**src/rtl/pipe_ctrl_pkg.sv**
```systemverilog
// Shared types and constants for the pipeline hazard/halt control unit.
package pipe_ctrl_pkg;

   localparam int unsigned REG_W     = 5;
   localparam int unsigned CNT_W_DEF = 16;
   localparam int unsigned INSTR_W   = 32;

   localparam logic [REG_W-1:0]   ZERO_REG  = REG_W'(0);
   localparam logic [INSTR_W-1:0] NOP_INSTR = 32'h0000_0000;

   typedef enum logic [1:0] {
      RUN    = 2'd0,
      DRAIN  = 2'd1,
      HALTED = 2'd2
   } state_e;

   typedef struct packed {
      logic pc_stall;
      logic if_id_stall;
      logic if_id_flush;
      logic id_ex_flush;
      logic pipe_hlt;
   } hz_ctrl_t;

endpackage

```
**src/rtl/pipe_hazard_ctrl_if.sv**
```systemverilog
// Hazard-control bus between the pipeline datapath (master) and the controller (slave).
interface pipe_hazard_ctrl_if
   import pipe_ctrl_pkg::*;
#(
   parameter int unsigned CNT_W = CNT_W_DEF
);
   logic [REG_W-1:0] rs1_ID;
   logic [REG_W-1:0] rs2_ID;
   logic             rs1_used_ID;
   logic             rs2_used_ID;
   logic [REG_W-1:0] rd_EX;
   logic             mem_rd_EX;
   logic             br_taken_EX;
   logic             hlt_ID;
   logic             imem_rdy;
   logic             dmem_rdy;

   logic             pc_stall;
   logic             if_id_stall;
   logic             if_id_flush;
   logic             id_ex_flush;
   logic             pipe_hlt;
   logic             halted;
   logic [CNT_W-1:0] stall_cnt;
   logic [CNT_W-1:0] flush_cnt;

   modport master (
      output rs1_ID, rs2_ID, rs1_used_ID, rs2_used_ID, rd_EX, mem_rd_EX,
             br_taken_EX, hlt_ID, imem_rdy, dmem_rdy,
      input  pc_stall, if_id_stall, if_id_flush, id_ex_flush, pipe_hlt,
             halted, stall_cnt, flush_cnt
   );

   modport slave (
      input  rs1_ID, rs2_ID, rs1_used_ID, rs2_used_ID, rd_EX, mem_rd_EX,
             br_taken_EX, hlt_ID, imem_rdy, dmem_rdy,
      output pc_stall, if_id_stall, if_id_flush, id_ex_flush, pipe_hlt,
             halted, stall_cnt, flush_cnt
   );
endinterface

```
**src/rtl/sat_counter.sv**
```systemverilog
// Event counter that sticks at all-ones instead of wrapping.
module sat_counter #(
   parameter int unsigned W = 16
) (
   input  logic         clk,
   input  logic         rst_n,
   input  logic         inc,
   output logic [W-1:0] cnt
);

   always_ff @(posedge clk or negedge rst_n) begin
      if (!rst_n) begin
         cnt <= '0;
      end else if (inc && (cnt != '1)) begin
         cnt <= cnt + W'(1);
      end
   end

endmodule

```
**src/rtl/pipe_hazard_ctrl.sv**
```systemverilog
// Stall/flush/halt control for the 5-stage core, with halt drain sequencing and debug counters.
module pipe_hazard_ctrl
   import pipe_ctrl_pkg::*;
#(
   parameter int unsigned DRAIN_CYC = 3,
   parameter int unsigned CNT_W     = CNT_W_DEF
) (
   input  logic              clk,
   input  logic              rst_n,
   pipe_hazard_ctrl_if.slave bus
);

   localparam int unsigned DW = $clog2(DRAIN_CYC + 1);

   state_e         state, state_nxt;
   logic [DW-1:0]  drain, drain_nxt;
   hz_ctrl_t       ctl;
   logic           load_use;
   logic           stall_inc;
   logic           flush_inc;
   logic [CNT_W-1:0] stall_val;
   logic [CNT_W-1:0] flush_val;

   assign load_use = bus.mem_rd_EX && (bus.rd_EX != ZERO_REG) &&
                     ((bus.rs1_used_ID && (bus.rs1_ID == bus.rd_EX)) ||
                      (bus.rs2_used_ID && (bus.rs2_ID == bus.rd_EX)));

   // Next-state and control decode; memory wait outranks everything, then branch.
   always_comb begin
      ctl       = '0;
      state_nxt = state;
      drain_nxt = drain;
      case (state)
         RUN: begin
            if (!bus.dmem_rdy) begin
               ctl.pipe_hlt = 1'b1;
            end else if (bus.br_taken_EX) begin
               ctl.if_id_flush = 1'b1;
               ctl.id_ex_flush = 1'b1;
            end else if (load_use) begin
               ctl.pc_stall    = 1'b1;
               ctl.if_id_stall = 1'b1;
               ctl.id_ex_flush = 1'b1;
            end else if (bus.hlt_ID) begin
               ctl.pc_stall    = 1'b1;
               ctl.if_id_flush = 1'b1;
               state_nxt       = DRAIN;
               drain_nxt       = DW'(DRAIN_CYC);
            end else if (!bus.imem_rdy) begin
               ctl.pc_stall    = 1'b1;
               ctl.if_id_flush = 1'b1;
            end
         end
         DRAIN: begin
            if (!bus.dmem_rdy) begin
               ctl.pipe_hlt = 1'b1;
            end else if (bus.br_taken_EX) begin
               ctl.if_id_flush = 1'b1;
               ctl.id_ex_flush = 1'b1;
               state_nxt       = RUN;
               drain_nxt       = '0;
            end else begin
               ctl.pc_stall    = 1'b1;
               ctl.if_id_flush = 1'b1;
               drain_nxt       = drain - DW'(1);
               if (drain <= DW'(1)) begin
                  state_nxt = HALTED;
               end
            end
         end
         HALTED: begin
            ctl.pc_stall    = 1'b1;
            ctl.if_id_stall = 1'b1;
            ctl.pipe_hlt    = 1'b1;
         end
         default: begin
            state_nxt = RUN;
            drain_nxt = '0;
         end
      endcase
   end

   always_ff @(posedge clk or negedge rst_n) begin
      if (!rst_n) begin
         state <= RUN;
         drain <= '0;
      end else begin
         state <= state_nxt;
         drain <= drain_nxt;
      end
   end

   // Controls are forced low while reset is held, independent of inputs.
   assign bus.pc_stall    = rst_n && ctl.pc_stall;
   assign bus.if_id_stall = rst_n && ctl.if_id_stall;
   assign bus.if_id_flush = rst_n && ctl.if_id_flush;
   assign bus.id_ex_flush = rst_n && ctl.id_ex_flush;
   assign bus.pipe_hlt    = rst_n && ctl.pipe_hlt;
   assign bus.halted      = rst_n && (state == HALTED);

   assign stall_inc = (ctl.pc_stall || ctl.pipe_hlt) && (state != HALTED);
   assign flush_inc = ctl.if_id_flush;

   sat_counter #(.W(CNT_W)) u_stall_cnt (
      .clk   (clk),
      .rst_n (rst_n),
      .inc   (stall_inc),
      .cnt   (stall_val)
   );

   sat_counter #(.W(CNT_W)) u_flush_cnt (
      .clk   (clk),
      .rst_n (rst_n),
      .inc   (flush_inc),
      .cnt   (flush_val)
   );

   assign bus.stall_cnt = stall_val;
   assign bus.flush_cnt = flush_val;

endmodule

```
**src/flat_wrapper.sv**
```systemverilog
// flat-port wrapper written by rule: the top's interface ports become plain ports
module pipe_hazard_ctrl_flat import pipe_ctrl_pkg::*;
#(
   parameter int unsigned DRAIN_CYC = 3,
   parameter int unsigned CNT_W     = CNT_W_DEF
)
  (clk, rst_n, bus_rs1_ID, bus_rs2_ID, bus_rs1_used_ID, bus_rs2_used_ID, bus_rd_EX, bus_mem_rd_EX, bus_br_taken_EX, bus_hlt_ID, bus_imem_rdy, bus_dmem_rdy, bus_pc_stall, bus_if_id_stall, bus_if_id_flush, bus_id_ex_flush, bus_pipe_hlt, bus_halted, bus_stall_cnt, bus_flush_cnt);
  pipe_hazard_ctrl_if #(.CNT_W(CNT_W)) bus_i ();
  input  logic clk;
  input  logic rst_n;
  input wire logic [$bits(bus_i.rs1_ID)-1:0] bus_rs1_ID;
  input wire logic [$bits(bus_i.rs2_ID)-1:0] bus_rs2_ID;
  input wire logic [$bits(bus_i.rs1_used_ID)-1:0] bus_rs1_used_ID;
  input wire logic [$bits(bus_i.rs2_used_ID)-1:0] bus_rs2_used_ID;
  input wire logic [$bits(bus_i.rd_EX)-1:0] bus_rd_EX;
  input wire logic [$bits(bus_i.mem_rd_EX)-1:0] bus_mem_rd_EX;
  input wire logic [$bits(bus_i.br_taken_EX)-1:0] bus_br_taken_EX;
  input wire logic [$bits(bus_i.hlt_ID)-1:0] bus_hlt_ID;
  input wire logic [$bits(bus_i.imem_rdy)-1:0] bus_imem_rdy;
  input wire logic [$bits(bus_i.dmem_rdy)-1:0] bus_dmem_rdy;
  output wire logic [$bits(bus_i.pc_stall)-1:0] bus_pc_stall;
  output wire logic [$bits(bus_i.if_id_stall)-1:0] bus_if_id_stall;
  output wire logic [$bits(bus_i.if_id_flush)-1:0] bus_if_id_flush;
  output wire logic [$bits(bus_i.id_ex_flush)-1:0] bus_id_ex_flush;
  output wire logic [$bits(bus_i.pipe_hlt)-1:0] bus_pipe_hlt;
  output wire logic [$bits(bus_i.halted)-1:0] bus_halted;
  output wire logic [$bits(bus_i.stall_cnt)-1:0] bus_stall_cnt;
  output wire logic [$bits(bus_i.flush_cnt)-1:0] bus_flush_cnt;
  assign bus_i.rs1_ID = bus_rs1_ID;
  assign bus_i.rs2_ID = bus_rs2_ID;
  assign bus_i.rs1_used_ID = bus_rs1_used_ID;
  assign bus_i.rs2_used_ID = bus_rs2_used_ID;
  assign bus_i.rd_EX = bus_rd_EX;
  assign bus_i.mem_rd_EX = bus_mem_rd_EX;
  assign bus_i.br_taken_EX = bus_br_taken_EX;
  assign bus_i.hlt_ID = bus_hlt_ID;
  assign bus_i.imem_rdy = bus_imem_rdy;
  assign bus_i.dmem_rdy = bus_dmem_rdy;
  assign bus_pc_stall = bus_i.pc_stall;
  assign bus_if_id_stall = bus_i.if_id_stall;
  assign bus_if_id_flush = bus_i.if_id_flush;
  assign bus_id_ex_flush = bus_i.id_ex_flush;
  assign bus_pipe_hlt = bus_i.pipe_hlt;
  assign bus_halted = bus_i.halted;
  assign bus_stall_cnt = bus_i.stall_cnt;
  assign bus_flush_cnt = bus_i.flush_cnt;
  pipe_hazard_ctrl #(.DRAIN_CYC(DRAIN_CYC), .CNT_W(CNT_W)) u_core (.clk(clk), .rst_n(rst_n), .bus(bus_i));
endmodule
```
**config.mk**
```make
export PLATFORM = sky130hd
export DESIGN_NAME = pipe_hazard_ctrl_flat
export DESIGN_NICKNAME = d
export VERILOG_FILES = /design/src/rtl/pipe_ctrl_pkg.sv /design/src/rtl/pipe_hazard_ctrl_if.sv /design/src/rtl/sat_counter.sv /design/src/rtl/pipe_hazard_ctrl.sv /design/src/flat_wrapper.sv
export SDC_FILE = /design/constraint.sdc
export NUM_CORES = 1
export LEC_CHECK = 0
export ABC_AREA = 0
export CORE_MARGIN = 4
export CORE_UTILIZATION = 46
export DETAILED_ROUTE_END_ITERATION = 6
export PLACE_DENSITY_LB_ADDON = 0.1
export SYNTH_ARGS = -nofsm -noshare
export SYNTH_HDL_FRONTEND = slang
export SYNTH_SLANG_ARGS = --single-unit
```
**constraint.sdc**
```tcl
create_clock -name clk -period 2.7 [get_ports clk]
set_input_delay 0.405 -clock clk [delete_from_list [all_inputs] [get_ports clk]]
set_output_delay 0.405 -clock clk [all_outputs]
set_load 0.05 [all_outputs]
```
**Word level (Yosys, flattened, before mapping)**

Cells that the tools add are included.

- Bits in registers: 36
- Bits of input ports: 24

- Add/subtract/negate cells: 3
- $lt $le $gt $ge: 1
- Equal/unequal tests: 13
- Mux-type cells: 32
- Bitwise gates (word level): 1
- Reductions and logical operators: 20

Operators by type and width:

| kind | number |
|---|---|
| 16-bit by 1-bit adder with 16-bit output (second input constant) | 2 |
| 2-bit two-way mux | 16 |
| 16-bit != test (second input constant) | 2 |
| 1-bit logical AND | 13 |
| 2-bit != test (second input constant) | 6 |
| 2-bit case mux with 3 select lines | 2 |
| 5-bit equality test | 2 |
| 1-bit two-way mux | 9 |
| 7-bit AND reduction | 1 |
| 6-bit AND reduction | 1 |
| 5-bit nonzero test | 1 |
| 4-bit two-way mux | 1 |
| 1-bit case mux with 2 select lines | 2 |
| 2-bit case mux with 2 select lines | 1 |
| 3-bit by 2-bit != test with 1-bit output (second input constant) | 1 |
| 1-bit case mux with 3 select lines | 1 |
| 2-bit by 1-bit equality test with 1-bit output (second input constant) | 1 |
| 2-bit equality test (second input constant) | 1 |
| 2-bit by 1-bit less-or-equal comparator with 1-bit output (second input constant) | 1 |
| 2-bit logical NOT | 1 |
| 1-bit logical OR | 2 |
| 2-bit OR reduction | 1 |
| 2-bit by 1-bit subtractor with 2-bit output (second input constant) | 1 |
| 1-bit inverter | 1 |

**Logic depth before layout (Yosys ltp)**

Gate-level depths: netlist (run 1).

- Depth in word-level cells: 11
- Depth in mapped cells: 8

**By module**

A second synthesis (run 1) with hierarchy kept.

- Cells, all modules: 222
- Area, all modules: 2233.4 um^2

By module, submodules not included:

| module | instances | cells an instance | area an instance (um^2) |
|---|---|---|---|
| sat_counter (u_core.u_flush_cnt) | 1 | 72 | 859.6 |
| sat_counter (u_core.u_stall_cnt) | 1 | 74 | 808.3 |
| pipe_hazard_ctrl | 1 | 76 | 565.5 |

**Least setup slack after synthesis (run 1)**

OpenSTA, ideal clock, no wires.

- Path type: input-to-output
- From: input port bus_rd_EX[1]
- To: output port bus_if_id_stall
- Data arrival time: 2264 ps
- Required time: 2295 ps
- Slack: 31 ps
- Stages on the path: 7
- Buffers on the path: 0
- Cell sequence: xnor2_1 nand4_1 o22ai_1 nand2_1 nor3b_1 nor2_1 nor3_1

- Word-level cells in the longest chain between the ends: 9
- Elaborated cells on any way between the ends: 13
- Those cells by class: 2 x eq/ne; 4 x mux; 7 x reduce/logical

RTL lines:

| item | RTL line | text |
|---|---|---|
| start: declaration | flat_wrapper.sv:15 | `input wire logic [$bits(bus_i.rd_EX)-1:0] bus_rd_EX;` |
| 5-bit equality test (on tied branches) | pipe_hazard_ctrl.sv:25, pipe_hazard_ctrl.sv:26 |  |
| 1-bit logical AND (on tied branches) | pipe_hazard_ctrl.sv:25, pipe_hazard_ctrl.sv:26 |  |
| 1-bit logical OR | pipe_hazard_ctrl.sv:25 | `((bus.rs1_used_ID && (bus.rs1_ID == bus.rd_EX)) \|\|` |
| 1-bit logical AND * | pipe_hazard_ctrl.sv:24 | `assign load_use = bus.mem_rd_EX && (bus.rd_EX != ZERO_REG) &&` |
| 1-bit two-way mux * | pipe_hazard_ctrl.sv:40 | `end else if (load_use) begin` |
| 2-bit two-way mux * | pipe_hazard_ctrl.sv:37 | `end else if (bus.br_taken_EX) begin` |
| 4-bit two-way mux * | pipe_hazard_ctrl.sv:35 | `if (!bus.dmem_rdy) begin` |
| 1-bit case mux with 2 select lines * | pipe_hazard_ctrl.sv:33 | `case (state)` |
| 1-bit logical AND * | pipe_hazard_ctrl.sv:95 | `assign bus.if_id_stall = rst_n && ctl.if_id_stall;` |
| end: declaration | flat_wrapper.sv:22 | `output wire logic [$bits(bus_i.if_id_stall)-1:0] bus_if_id_stall;` |

Every way passes the cells marked *; elsewhere a longest branch is shown, timed or not.

**Final worst setup path (run 1)**

- From: input port bus_rd_EX[4]
- To: output port bus_if_id_stall

The elaborated chain is that of the path after synthesis.

==> results of run 1 <==
report_power, final:
part / switching [mW] / internal, mW / total (mW)
combinational: 0.518 / 0.334 / 0.851
clock: 0.183 / 0.274 / 0.457
sequential: 0.112 / 0.626 / 0.738
total: 0.812 / 1.23 / 2.05
area by class of cell:
| cell class | count | share of cell area [%] |
|---|---|---|
| Clock buffer | 6 | 2.535 |
| Clock inverter | 2 | 1.224 |
| Inverter | 4 | 0.5245 |
| Multi-Input combinational cell | 155 | 37.50 |
| Sequential cell | 36 | 31.47 |
| Tap cell | 50 | 2.185 |
| Timing Repair Buffer | 68 | 24.56 |
what timing repair did:
action,4_1_cts,5_1_grt
hold endpoints to repair,0,0
resized for setup,0,8
setup endpoints to repair,0,3
worst max-delay path, delay by kind of cell:
kind / cells / cell delay [ps]
buffers and inverters: 3 / 800
AND/OR/NAND/NOR: 5 / 650
XOR/XNOR: 1 / 130
AO/OA/AOI/OAI: 1 / 220
synthesized netlist by cell type (2+ instances only):
cell type and number:
a21oi_1 9, nand3_1 17, xnor2_1 30, nand2_1 18, and3_1 5, nand2b_1 5, xor2_1 8, nand4_1 10
mux2_2 4, nand3b_1 2, nor2_1 15, and4_1 3, dfrtp_1 36, inv_1 4, ha_1 3, clkbuf_1 3
nor3_1 2, o21ai_0 2
registers in the layout, summed over array words and instances (netlist names):
| signal | flops |
|---|---|
| u_core.drain | 2 |
| u_core.state | 2 |
| u_core.u_flush_cnt.cnt | 16 |
| u_core.u_stall_cnt.cnt | 16 |
worst paths after layout:
| check | from | end | slack, ps | cells past startpoint |
|---|---|---|---|---|
| worst min register to register | u_core.u_flush_cnt.cnt[7]$_DFFE_PN0P_ | u_core.u_flush_cnt.cnt[7]$_DFFE_PN0P_ | 490 | 1 |
| min in group clk | u_core.u_flush_cnt.cnt[7]$_DFFE_PN0P_ | u_core.u_flush_cnt.cnt[7]$_DFFE_PN0P_ | 490 | 1 |
| worst max-delay path | bus_rd_EX[4] | bus_if_id_stall | 70 | 10 |
| worst max register to register | u_core.u_flush_cnt.cnt[2]$_DFFE_PN0P_ | u_core.u_flush_cnt.cnt[8]$_DFFE_PN0P_ | 430 | 8 |
| max in group asynchronous | rst_n | u_core.u_flush_cnt.cnt[5]$_DFFE_PN0P_ | 2200 | 2 |
| worst min-delay path | rst_n | u_core.u_stall_cnt.cnt[13]$_DFFE_PN0P_ | 180 | 2 |
layer usage:
metal / up-vias / track usage, %
li1: 833 / -
met1: 797 / 25.63
met2: 51 / 26.08
met3: 4 / 4.788
met4: 0 / 5.433
met5: - / 0
cell families after synthesis:
logic type      share of synthesized area, %
mux                                    2.767
xor+xnor                               16.73
fa+ha+maj                              1.887
simple gates                           24.21
compound gates                         7.233
flops                                  45.28
buf+inv                                1.886
cells in the final DEF (no fill, tap or decap), drive strengths merged, types with 2 or more instances in the layout:
cell type / Yosys / layout
nand3: 17 / 17
and2: 2 / 2
nand2b: 5 / 5
and4: 3 / 3
buf: 1 / 14
xor2: 8 / 8
clkbuf: 3 / 6
and3: 5 / 5
inv: 4 / 4
nor2: 15 / 15
clkdlybuf4s50: 0 / 50
dfrtp: 36 / 36
a211oi: 2 / 2
nand2: 18 / 18
a21oi: 9 / 9
dlymetal6s2s: 0 / 4
o21ai: 2 / 2
nand4: 10 / 10
nor3: 2 / 2
ha: 3 / 3
nand3b: 2 / 2
mux2: 4 / 4
a21o: 2 / 2
xnor2: 30 / 30
metrics by stage:
| stage | hold slack (ps) | utilization, % | instances | cell area, um2 |
|---|---|---|---|---|
| after detailed placement | 483.0 | 66.63 | 313 | 2723 |
| after floorplan | 109.4 | - | 199 | 1989 |
| final | 181.1 | 70.06 | 321 | 2863 |
| after CTS | 197.4 | 69.26 | 321 | 2830 |
| after global placement | 481.0 | 66.63 | 313 | 2723 |
| after global routing | 225.7 | 70.06 | 321 | 2863 |
==> impl_metrics.ini, run 1 <==
[yosys]
synth_top_cell_by_area = dfrtp_1
ys.flop_type = dfrtp_1
syn-instance-count = 199
synth_top_area_share_pct = 45.28
synth_seq_cells = 36
syn-cell-area_um2 = 1989
ys_types = 41
synth_fp_nets = 226
syn_area_per_cell_um2 = 9.997
synth_seq_area_share_pct = 45.28
ys_warn_count = 0
synthArstFlopShare_pct = 100.0
yosys-top-cells-area = dfrtp_1, xnor2_1, nand3_1
synth_edf_count = 0

[worst_setup_path]
cp-end-kind = primary output
start_kind = input pin
required_ps = 2300
cpMaxStageDelayCell = clkdlybuf4s50_1
worstPathArrival_ps = 2220
path_cells = clkdlybuf4s50_1 -> xnor2_1 -> nand4_1 -> o22ai_2 -> nand2_1 -> nor3b_2 -> nor2_1 -> nor3_1 -> buf_4 -> buf_12
cp_max_fo = 3
crit_type = in2out
slowest_delay_ps = 530

[sta]
worstMarginPinSlew_ps = 507.9
setup_slack_ps = 70.65
drv_slew = 0
setup_violations = 0
fin_skew_ps = 5.054
relSlewSlack_pct = 66.04
fmax_mhz = 380.3
finalCritPeriodShare_pct = 97.38
period_minus_slack_ps = 2629
hold_violations = 0
tns_ps = 0

[route]
viasPerCell = 5.249
wl_met1_um = 2180
top_layer_used = met4
ant_nets = 0
drt_iter0_markers = 113
via_count = 1685
dr.pass1.iters = 4
wl_per_cell_um = 13.83
wl_met3_um = 294
drc = 0
wl_met2_um = 1935
wl_um = 4440

[floorplanning]
fp.coreArea_um2 = 4086
die_h_um = 73.77
die-width_um = 73.77
num_io_pins = 62
rows = 23
start_util_pct = 48.68
die_area_um2 = 5441

[cts]
cts_tree = yes
cts_made_buffers = 5
cts_buffer_depth = 2
cts.sinks = 36
clk_pin_slew_worst_paths_ps = 70
postCtsHoldBufs = 0
postCtsSetupBuffers = 0
cts_root_buf = clkbuf_8
htree_levels = 2
insertion_delay_ps = 280

[placed_design]
hpwl_um = 3369
numPortBuffers = 61
gp_congestion = 0.7949
place_ws_ps = 21.19

[status]
outcome = finished clean

[global_route]
grt_pass1_vias = 1635
grt_first_pass_wirelength_um = 7479
global_route.overflow_total = 0
antenna_found_initial = 0
track_usage_pct = 17.79
grt_max_degree = 37

[worst_hold_path]
worstHoldPathType = in2async

[run]
drv_cap = 0

[finish]
ff_latch_area_um2 = 900.9
multi_input_area_um2 = 1074
drive_gt1_share_pct = 13.28
fillCellCount = 337
syn_to_final_growth_pct = 43.90
insertedDiodeCount = 0
final_nets = 297

[power]
power_mw = 2.046
leakagePower_nw = 1.262
vdd_ir_drop_max_v = 0.0007001
p_per_area_nw_per_um2 = 714.5
Note: power is estimated with default switching activity, not from simulation.
==> run 2: changes to the inputs <==
--- a/config.mk
+++ b/config.mk
@@ -8,6 +8,7 @@
 export ABC_AREA = 0
 export CORE_MARGIN = 4
 export CORE_UTILIZATION = 46
+export CTS_CLUSTER_DIAMETER = 40
 export DETAILED_ROUTE_END_ITERATION = 6
 export PLACE_DENSITY_LB_ADDON = 0.1
 export SYNTH_ARGS = -nofsm -noshare
==> results of run 2 <==
Same layout as run 1: the final DEF is identical, and so are final timing and power.
